**src/rtl/interrupt_controller_if.sv**
```systemverilog
// Bus between the interrupt controller and the processor control FSM.
// master = control-FSM side; slave = interrupt controller.
interface interrupt_controller_if;
  logic [7:0] HardwareInterrupt;
  logic       InstrBoundary;
  logic       IntAck;
  logic       IntReturn;
  logic       MaskWrite;
  logic [7:0] MaskData;
  logic       InterruptIn;
  logic [2:0] IntVector;
  logic       InterruptTrue;
  logic [7:0] Pending;
  logic [7:0] Mask;

  modport master (
    output HardwareInterrupt, InstrBoundary, IntAck, IntReturn, MaskWrite, MaskData,
    input  InterruptIn, IntVector, InterruptTrue, Pending, Mask
  );

  modport slave (
    input  HardwareInterrupt, InstrBoundary, IntAck, IntReturn, MaskWrite, MaskData,
    output InterruptIn, IntVector, InterruptTrue, Pending, Mask
  );
endinterface

```
**src/rtl/interrupt_controller.sv**
```systemverilog
// 8-line edge-triggered interrupt controller, fixed priority (bit 0 highest), no nesting.
// Define INT_SYNC_EN to add a 2-flop synchronizer on every line ahead of edge detection.
module interrupt_controller (
  input  logic                   CLK,
  input  logic                   Reset,
  interrupt_controller_if.slave  bus
);

  typedef enum logic [1:0] {
    IDLE    = 2'b00,
    REQUEST = 2'b01,
    SERVICE = 2'b10
  } state_e;

  state_e     state_q, state_d;
  logic [7:0] line;
  logic [7:0] prev_q;
  logic [7:0] pending_q, pending_d;
  logic [7:0] mask_q;
  logic [2:0] vector_q, vector_d;
  logic [7:0] eligible;
  logic [7:0] ack_clear;
  logic [2:0] grant_idx;

`ifdef INT_SYNC_EN
  logic [7:0] sync1_q, sync2_q;

  always_ff @(posedge CLK or posedge Reset) begin
    if (Reset) begin
      sync1_q <= '0;
      sync2_q <= '0;
    end else begin
      sync1_q <= bus.HardwareInterrupt;
      sync2_q <= sync1_q;
    end
  end

  assign line = sync2_q;
`else
  assign line = bus.HardwareInterrupt;
`endif

  assign eligible = pending_q & mask_q;

  // Lowest eligible index wins: later loop iterations overwrite earlier ones.
  always_comb begin
    grant_idx = 3'd0;
    for (int i = 7; i >= 0; i--) begin
      if (eligible[i]) grant_idx = 3'(i);
    end
  end

  always_comb begin
    // NOTE: every output of this block gets a default first so no latch is inferred.
    state_d   = state_q;
    vector_d  = vector_q;
    ack_clear = '0;
    case (state_q)
      IDLE: begin
        if (eligible != 8'h00 && bus.InstrBoundary) begin
          state_d  = REQUEST;
          vector_d = grant_idx;
        end
      end
      REQUEST: begin
        if (bus.IntAck) begin
          state_d             = SERVICE;
          ack_clear[vector_q] = 1'b1;
        end
      end
      SERVICE: begin
        if (bus.IntReturn) state_d = IDLE;
      end
      default: state_d = IDLE;
    endcase
  end

  // A new rising edge on the bit being acknowledged keeps it pending.
  assign pending_d = (pending_q & ~ack_clear) | (line & ~prev_q);

  always_ff @(posedge CLK or posedge Reset) begin
    if (Reset) begin
      state_q   <= IDLE;
      prev_q    <= '0;
      pending_q <= '0;
      mask_q    <= '0;
      vector_q  <= '0;
    end else begin
      // NOTE: non-blocking assignments so every register samples pre-edge values.
      state_q   <= state_d;
      prev_q    <= line;
      pending_q <= pending_d;
      vector_q  <= vector_d;
      if (bus.MaskWrite) mask_q <= bus.MaskData;
    end
  end

  // Status outputs decode the state register, so reset drops them without a clock.
  assign bus.InterruptIn   = (state_q == REQUEST);
  assign bus.InterruptTrue = (state_q == SERVICE);
  assign bus.IntVector     = vector_q;
  assign bus.Pending       = pending_q;
  assign bus.Mask          = mask_q;

endmodule

```
**src/flat_wrapper.sv**
```systemverilog
// flat-port wrapper written by rule: the top's interface ports become plain ports
module interrupt_controller_flat 
  (CLK, Reset, bus_HardwareInterrupt, bus_InstrBoundary, bus_IntAck, bus_IntReturn, bus_MaskWrite, bus_MaskData, bus_InterruptIn, bus_IntVector, bus_InterruptTrue, bus_Pending, bus_Mask);
  interrupt_controller_if bus_i ();
  input  logic CLK;
  input  logic Reset;
  input wire logic [$bits(bus_i.HardwareInterrupt)-1:0] bus_HardwareInterrupt;
  input wire logic [$bits(bus_i.InstrBoundary)-1:0] bus_InstrBoundary;
  input wire logic [$bits(bus_i.IntAck)-1:0] bus_IntAck;
  input wire logic [$bits(bus_i.IntReturn)-1:0] bus_IntReturn;
  input wire logic [$bits(bus_i.MaskWrite)-1:0] bus_MaskWrite;
  input wire logic [$bits(bus_i.MaskData)-1:0] bus_MaskData;
  output wire logic [$bits(bus_i.InterruptIn)-1:0] bus_InterruptIn;
  output wire logic [$bits(bus_i.IntVector)-1:0] bus_IntVector;
  output wire logic [$bits(bus_i.InterruptTrue)-1:0] bus_InterruptTrue;
  output wire logic [$bits(bus_i.Pending)-1:0] bus_Pending;
  output wire logic [$bits(bus_i.Mask)-1:0] bus_Mask;
  assign bus_i.HardwareInterrupt = bus_HardwareInterrupt;
  assign bus_i.InstrBoundary = bus_InstrBoundary;
  assign bus_i.IntAck = bus_IntAck;
  assign bus_i.IntReturn = bus_IntReturn;
  assign bus_i.MaskWrite = bus_MaskWrite;
  assign bus_i.MaskData = bus_MaskData;
  assign bus_InterruptIn = bus_i.InterruptIn;
  assign bus_IntVector = bus_i.IntVector;
  assign bus_InterruptTrue = bus_i.InterruptTrue;
  assign bus_Pending = bus_i.Pending;
  assign bus_Mask = bus_i.Mask;
  interrupt_controller u_core (.CLK(CLK), .Reset(Reset), .bus(bus_i));
endmodule
```
**config.mk**
```make
export PLATFORM = sky130hd
export DESIGN_NAME = interrupt_controller_flat
export DESIGN_NICKNAME = d
export VERILOG_FILES = /design/src/rtl/interrupt_controller_if.sv /design/src/rtl/interrupt_controller.sv /design/src/flat_wrapper.sv
export SDC_FILE = /design/constraint.sdc
export NUM_CORES = 1
export LEC_CHECK = 0
export CORE_MARGIN = 2
export CORE_UTILIZATION = 39
export DETAILED_ROUTE_END_ITERATION = 7
export PLACE_DENSITY = 0.72
export SYNTH_ARGS = -nofsm -noshare
export SYNTH_HDL_FRONTEND = slang
export SYNTH_SLANG_ARGS = --single-unit
```
**constraint.sdc**
```tcl
create_clock -name CLK -period 1.1 [get_ports CLK]
set_clock_uncertainty 0.1 [all_clocks]
set_input_delay 0.11 -clock CLK [delete_from_list [all_inputs] [get_ports CLK]]
set_output_delay 0.11 -clock CLK [all_outputs]
set_load 0.01 [all_outputs]
```
==> results of run 1 <==
## flip-flops by register name, summed over array words and instances, names as in the netlist
signal	count
u_core.state_q	2
u_core.bus.Pending	8
u_core.bus.Mask	8
u_core.bus.IntVector	3
u_core.prev_q	8
## report_power, final
group	internal [mW]	total, mW	switching, mW
clock	0.301	0.648	0.347
sequential	1.27	1.42	0.151
combinational	1.14	2.08	0.937
total	2.71	4.15	1.43
## stage by stage
| stage | instance area [µm²] | instances | utilization [%] |
|---|---|---|---|
| 2_1_floorplan | 1180 | 100 | - |
| 3_3_place_gp | 1750 | 185 | 62.8 |
| 3_5_place_dp | 1750 | 185 | 62.8 |
| 4_1_cts | 1970 | 216 | 70.7 |
| 5_1_grt | 2040 | 219 | 73.4 |
| 6_report | 2040 | 219 | 73.4 |
## tightest hold or removal path, cell delays in order
cell	delay [ns]
sky130_fd_sc_hd__clkdlybuf4s50_1	0.40
sky130_fd_sc_hd__inv_1	0.09
sky130_fd_sc_hd__buf_12	0.20
## cells in the mapped netlist
library cell                instances
sky130_fd_sc_hd__nand2_1            9
sky130_fd_sc_hd__o21ai_1            1
sky130_fd_sc_hd__o2bb2ai_1          1
sky130_fd_sc_hd__o31ai_1            1
sky130_fd_sc_hd__a31oi_1            1
sky130_fd_sc_hd__a32o_1             2
sky130_fd_sc_hd__nand4_1            1
sky130_fd_sc_hd__o21ai_0           16
sky130_fd_sc_hd__buf_2              1
sky130_fd_sc_hd__a21oi_1            4
sky130_fd_sc_hd__or2_4              1
sky130_fd_sc_hd__dfrtp_1           29
sky130_fd_sc_hd__nand3_1            2
sky130_fd_sc_hd__inv_1             12
sky130_fd_sc_hd__or2b_1             1
sky130_fd_sc_hd__nand3b_1           1
sky130_fd_sc_hd__nand2b_1           3
sky130_fd_sc_hd__nor3b_2            1
sky130_fd_sc_hd__a22oi_1            4
sky130_fd_sc_hd__mux2_2             8
sky130_fd_sc_hd__o31ai_2            1
## logic make-up (layout without fill, tap and decap cells)
group                  count (synthesis)  count (layout)  share of synthesized area [%]
AO/OA/AOI/OAI                         31              31                           16.4
buffers and inverters                 13             101                           4.31
AND/OR/NAND/NOR                       19              19                           9.05
flip-flops                            29              29                           62.5
multiplexers                           8               8                           7.76
## what timing repair did
item	CTS	global route
buffers inserted	24	4
gates resized for setup	117	11
pin swaps	14	7
hold buffers	0	0
endpoints found under the setup margin	33	33
## layout make-up
cell class | count | share of cell area [%]
clock buffer | 7 | 2.70
inverter | 12 | 2.33
multi-input combinational | 58 | 23.5
sequential | 29 | 35.5
tap | 31 | 1.90
timing repair buffer | 82 | 34.1
## worst paths after layout
kind / end / slack (ns) / cells after the start / from
max: bus_InterruptTrue / -0.40 / 4 / u_core.state_q[0]
min: u_core.state_q[0] / 0.0005 / 3 / Reset
max reg2reg: u_core.bus.Pending[0] / -0.38 / 6 / u_core.state_q[0]
min reg2reg: u_core.bus.Pending[3] / 0.31 / 1 / u_core.prev_q[3]
max in group asynchronous: u_core.bus.IntVector[2] / 0.73 / 3 / Reset
min in group CLK: u_core.prev_q[5] / 0.14 / 1 / bus_HardwareInterrupt[5]
## per-layer routing
metal	track usage (%)	vias up	wire length [µm]
li1	-	526	-
met1	27.2	506	1350
met2	33.1	56	1590
met3	7.25	12	291
met4	14.0	0	149
met5	0	-	0
==> run summary, run 1 <==
Setup repair after global routing could not meet its margin everywhere. The antenna cell count came out at 0. The stage delay of the slowest cell on the critical path is 0.40 ns. The area added between synthesis and finish came out at 75.9%. The number of hold violations in the final report came out at 0. The maximum ir drop on the vdd rail came out at 0.00158 V. The count of standard-cell rows came out at 19. The number of synthesized register bits is 29. Yosys mapped the design onto 21 distinct sky130hd cell types.

The transition time at the pin with the least slew margin came out at 0.234 ns. The clock sink count is 29. Leaving out fill and tap cells, the most frequent cell in the layout is sky130_fd_sc_hd__buf_4.

Once the floorplan was initialized, standard cells occupied 41.7% of the core. The synthesized area divided by synthesized cell count is 11.6 µm². The cell sitting at the root of the clock tree is a sky130_fd_sc_hd__clkbuf_4.

For this run, the number of Yosys warnings is 0. The first-pass GRT wire length is 5280 µm. The standby leakage power is 0.938 nW. Traced cell by cell, the critical path runs through buf_6, or2b_1, inv_2, buf_6. The worst slew margin relative to its limit is 84.4%.

The power consumption is 4.15 mW. The total DRC errors in the routed layout came out at 0. Clock-pin slew was measured on the worst setup and hold paths at 0.09 ns. TritonCTS built the clock tree. The first routing iteration left 28 violations. Once detailed placement completed, the half-perimeter wirelength came to 2060 µm. The routability-driven placement congestion ratio is 0.775. The die width is 58.6 µm.

STA classifies the critical path startpoint as a flip-flop. The multi-input combinational cells in the finished layout cover a total of 479 µm². The initial antenna violation count came to 0.

The number of optimization iterations in the first detailed-route pass came out at 4. The top cell types in the final layout, fill and taps aside, are sky130_fd_sc_hd__buf_4, sky130_fd_sc_hd__dfrtp_1, sky130_fd_sc_hd__clkdlybuf4s50_1, sky130_fd_sc_hd__buf_2, sky130_fd_sc_hd__buf_6. The post-synthesis sequential area ratio came out at 62.5%. In this run, CTS created clock tree buffers numbering 5. The average via count per standard cell came out at 5.02. The synthesized cell area is 0.00116 mm². The power density over the cells came out at 2030 mW/mm². The most frequent cell on the critical path is sky130_fd_sc_hd__buf_6. The number of global-route vias before repair was 1164. The least setup slack across all paths after layout is -0.399 ns.

The post-route netlist has 50.5% of its cells at a drive strength greater than 1. The number of nets still failing antenna checks after routing came out at 0. The cell type group with the largest total delay on the critical path is flip-flops. The floorplan step defined a core boundary enclosing 0.00278 mm². The required time at the endpoint of the critical path is 0.89 ns. The insertion delay of the later-clocked pin in the worst-skew pair is 0.33 ns. The type of the setup path with the least slack is reg2out. The data arrival time of the critical path is 1.29 ns. The classification of the worst-slack hold path is in2async. Global routing finished with a remaining overflow of 0.

Subtracting the final worst setup slack from the clock period gives 1.50 ns. The total wire length after detailed routing is 3370 µm. The overall fraction of global-route tracks in use came out at 22.0%. Of all cell types, the one taking the most synthesized area is sky130_fd_sc_hd__dfrtp_1. The pin count of the biggest net entering global routing is 30. The die area came out at 0.00343 mm².

The total count of max-transition violations in the final report is 0. The number of buffers between clock root and the deepest sink came out at 2. The via count came out at 1100. The number of failing setup endpoints in the final timing report came out at 22.

The final period utilization is 136%. The final reports fail on setup timing. The layout has 197 filler cells.

The H-tree generated during clock tree synthesis spans 2 levels. The cell at the slowest stage of the critical path is sky130_fd_sc_hd__dfrtp_1. The top-level port count came out at 43. The number of cells produced by synthesis came out at 100.

By area the synthesized netlist is led by sky130_fd_sc_hd__dfrtp_1, sky130_fd_sc_hd__mux2_2, sky130_fd_sc_hd__o21ai_0, sky130_fd_sc_hd__inv_1, sky130_fd_sc_hd__nand2_1. Port buffering added 42 buffers. The worst hold slack across all endpoints came out at 0.000478 ns. In the final layout, flip-flops and latches occupy 726 µm². The number of buffers and inverters on the critical path is 3. The vertical extent of the die is 58.6 µm. The run finished, with violations left. The worst setup path is captured at a primary output. The worst setup slack before clock tree synthesis came out at -0.373 ns. The post-synth net total is 122.

Of all nets on the critical path, the largest fanout is 2. The setup total negative slack came out at -3.97 ns. The proportion of netlist area held by the largest area contributor came out at 62.5%. After detailed routing, the average wire length per cell comes to 15.4 µm.

The layout net count is 210. The number of maximum-capacitance constraint violations came out at 0. The fmax is 667 MHz.
(Power assumes the default switching activity.)
==> inputs of run 2 (changes only) <==
- CORE_ASPECT_RATIO: unset -> 1.4
==> run 2 against run 1 <==
- the flow still finishes with violations (setup timing)
- die area up 0.18%
- combinational power down 15%
- global-route usage down 1.3 points
- register-to-register slack better by 0.14 ns
- first-iteration DRC count down 25%
- largest power group unchanged
==> run summary, run 2 (synthesized netlist as in run 1, its figures left out) <==
The critical path goes through nand3b_1, or2_4, o31ai_4, o21ai_1. Global routing used 20.7% of the available tracks across all layers. The minimum clock period after layout came out at 1.34 ns.

The HPWL after detailed placement came out at 2090 µm. The count of standard-cell rows came out at 23. The worst hold slack across all endpoints is 0.0739 ns. Dividing total power by cell area gives a power density of 2090 mW/mm².

In the post-route analysis, the smallest setup slack over all paths is -0.244 ns. The number of buffers between clock root and the deepest sink came out at 2. Setup repair after global routing could not meet its margin everywhere.

The insertion delay of the later-clocked pin in the worst-skew pair came out at 0.28 ns. The number of nets still failing antenna checks after routing is 0. The final period utilization is 122%. The top-level port count is 43.

The data arrival time of the critical path is 1.40 ns. The total clock buffers created by CTS came out at 5. The total global routing overflow is 0. The antenna cell count is 0. The starting density of the core came out at 40.8%. The type of origin of the critical path is a flip-flop. Before antenna repair, the detailed router went through 4 iterations.

The per-cell routed wire length came out at 14.7 µm. Entering global routing, the biggest net connects 30 pins. The number of global-route vias before repair came out at 1092. The standby leakage power came out at 0.870 nW. The biggest fanout along the worst timing path is 4. Port buffering added 42 buffers. The average via count per standard cell came out at 5.00. The tree is rooted in a sky130_fd_sc_hd__clkbuf_8.

The type of the setup path with the least slack is reg2reg. Fill cells in the final layout number 217. The total wire length after detailed routing came out at 3070 µm. The routability-driven placement congestion ratio came out at 0.814. The total number of H-tree levels came out at 2.

The vertical extent of the die came out at 68.6 µm. The die is 50.1 µm wide. Setup violations remaining at the end of the flow were counted as 18. The maximum ir drop on the vdd rail came out at 0.00130 V. The final reports fail on setup timing. The total DRC errors in the routed layout is 0.

For this run, the slowest stage of the critical path takes 0.40 ns. The library cells used most frequently in the layout, excluding fill and tap cells, are sky130_fd_sc_hd__dfrtp_1, sky130_fd_sc_hd__clkdlybuf4s50_1, sky130_fd_sc_hd__buf_2, sky130_fd_sc_hd__buf_6, sky130_fd_sc_hd__buf_4. The number of maximum-capacitance constraint violations came out at 0. Clock-pin slew was measured on the worst setup and hold paths at 0.06 ns. The number of hold violations in the final report is 0.

The die area came out at 0.00344 mm². The fraction of layout instances using a drive strength above 1 came out at 43.6%. The first global-routing pass estimated 5110 µm of wire. The required time at the endpoint of the critical path came out at 1.16 ns. From synthesis to final layout, the design area changed by 67.6%. For this block, the via count after detailed routing is 1046. At the end of the flow, the number of nets in the layout was 193.

Leaving out fill and tap cells, the most frequent cell in the layout is sky130_fd_sc_hd__dfrtp_1. The worst slew margin relative to its limit came out at 85.4%. The flow ran to the end, but the final reports show violations. The transition time at the pin with the least slew margin is 0.219 ns.

The core occupancy in the finished layout came out at 68.3%. The clock tree from TritonCTS is yes. The kind of end point of the critical path is a flip-flop. The first-iteration detailed-routing DRC count came out at 21.

The min-delay analysis places its worst path in the category in2async. The power consumption came out at 4.06 mW. The fmax is 744 MHz.

Clock tree synthesis found a total of 29 sinks. The total count of max-transition violations in the final report came to 0. The cell at the slowest stage of the critical path is sky130_fd_sc_hd__dfrtp_1. The core box area is 0.00285 mm². The initial antenna violation count is 0.

The worst setup slack before clock tree synthesis is -0.408 ns.
run 2: cell count changes in the layout (fill, tap and decap cells not counted), sizes merged:
cell         before  now
buf              61   43
clkinv            0    2
clkbuf            7    6
dlygate4sd2       0    1
run 2: what timing repair did:
item / CTS / global route
pin swaps: 8 / 4
gates cloned: 0 / 0
setup endpoints to repair: 33 / 18
setup buffers: 10 / 2
hold buffers: 0 / 0
resized for setup: 98 / 22
run 2: through the flow:
| stage | cells | TNS (ns) | instance area [µm²] |
|---|---|---|---|
| after global routing | 209 | -3.74 | 1950 |
| after floorplan | 100 | -1.02 | 1180 |
| after detailed placement | 190 | -6.60 | 1760 |
| final | 209 | -2.56 | 1950 |
| after CTS | 208 | -2.87 | 1880 |
| after global placement | 190 | -5.89 | 1760 |
run 2: final cells by class:
type,instances,area (µm²),share of cell area (%)
clock inverter,2,10.0,0.514
timing repair buffer,65,578,29.7
inverter,12,47.5,2.44
tap,37,46.3,2.38
multi-input combinational,58,463,23.8
clock buffer,6,72.6,3.73
sequential,29,728,37.4
run 2: per-layer routing:
| metal | wire length [µm] | global-route usage (%) | up-vias |
|---|---|---|---|
| li1 | - | - | 492 |
| met1 | 1180 | 24.0 | 504 |
| met2 | 1630 | 35.2 | 41 |
| met3 | 170 | 5.17 | 9 |
| met4 | 89 | 11.5 | 0 |
| met5 | 0 | 0 | - |
run 2: critical path, delay by kind of cell (launching register included):
kind	cells	cell delay [ns]
compound gates	2	0.24
flops	1	0.40
simple gates	2	0.48
run 2: power by group:
| group | switching (mW) | internal [mW] |
|---|---|---|
| registers | 0.194 | 1.27 |
| logic | 0.800 | 0.966 |
| clock network | 0.387 | 0.437 |
run 2: worst paths after layout:
check / end / from / depth (start not counted) / slack, ns
worst min register to register: u_core.bus.Pending[6] / u_core.prev_q[6] / 1 / 0.31
max in group asynchronous: u_core.bus.Pending[5] / Reset / 3 / 0.65
worst max register to register: u_core.bus.Pending[0] / u_core.state_q[1] / 4 / -0.24
worst min-delay path: u_core.bus.IntVector[1] / Reset / 3 / 0.07
worst max-delay path: u_core.bus.Pending[0] / u_core.state_q[1] / 4 / -0.24
min in group CLK: u_core.prev_q[7] / bus_HardwareInterrupt[7] / 1 / 0.20
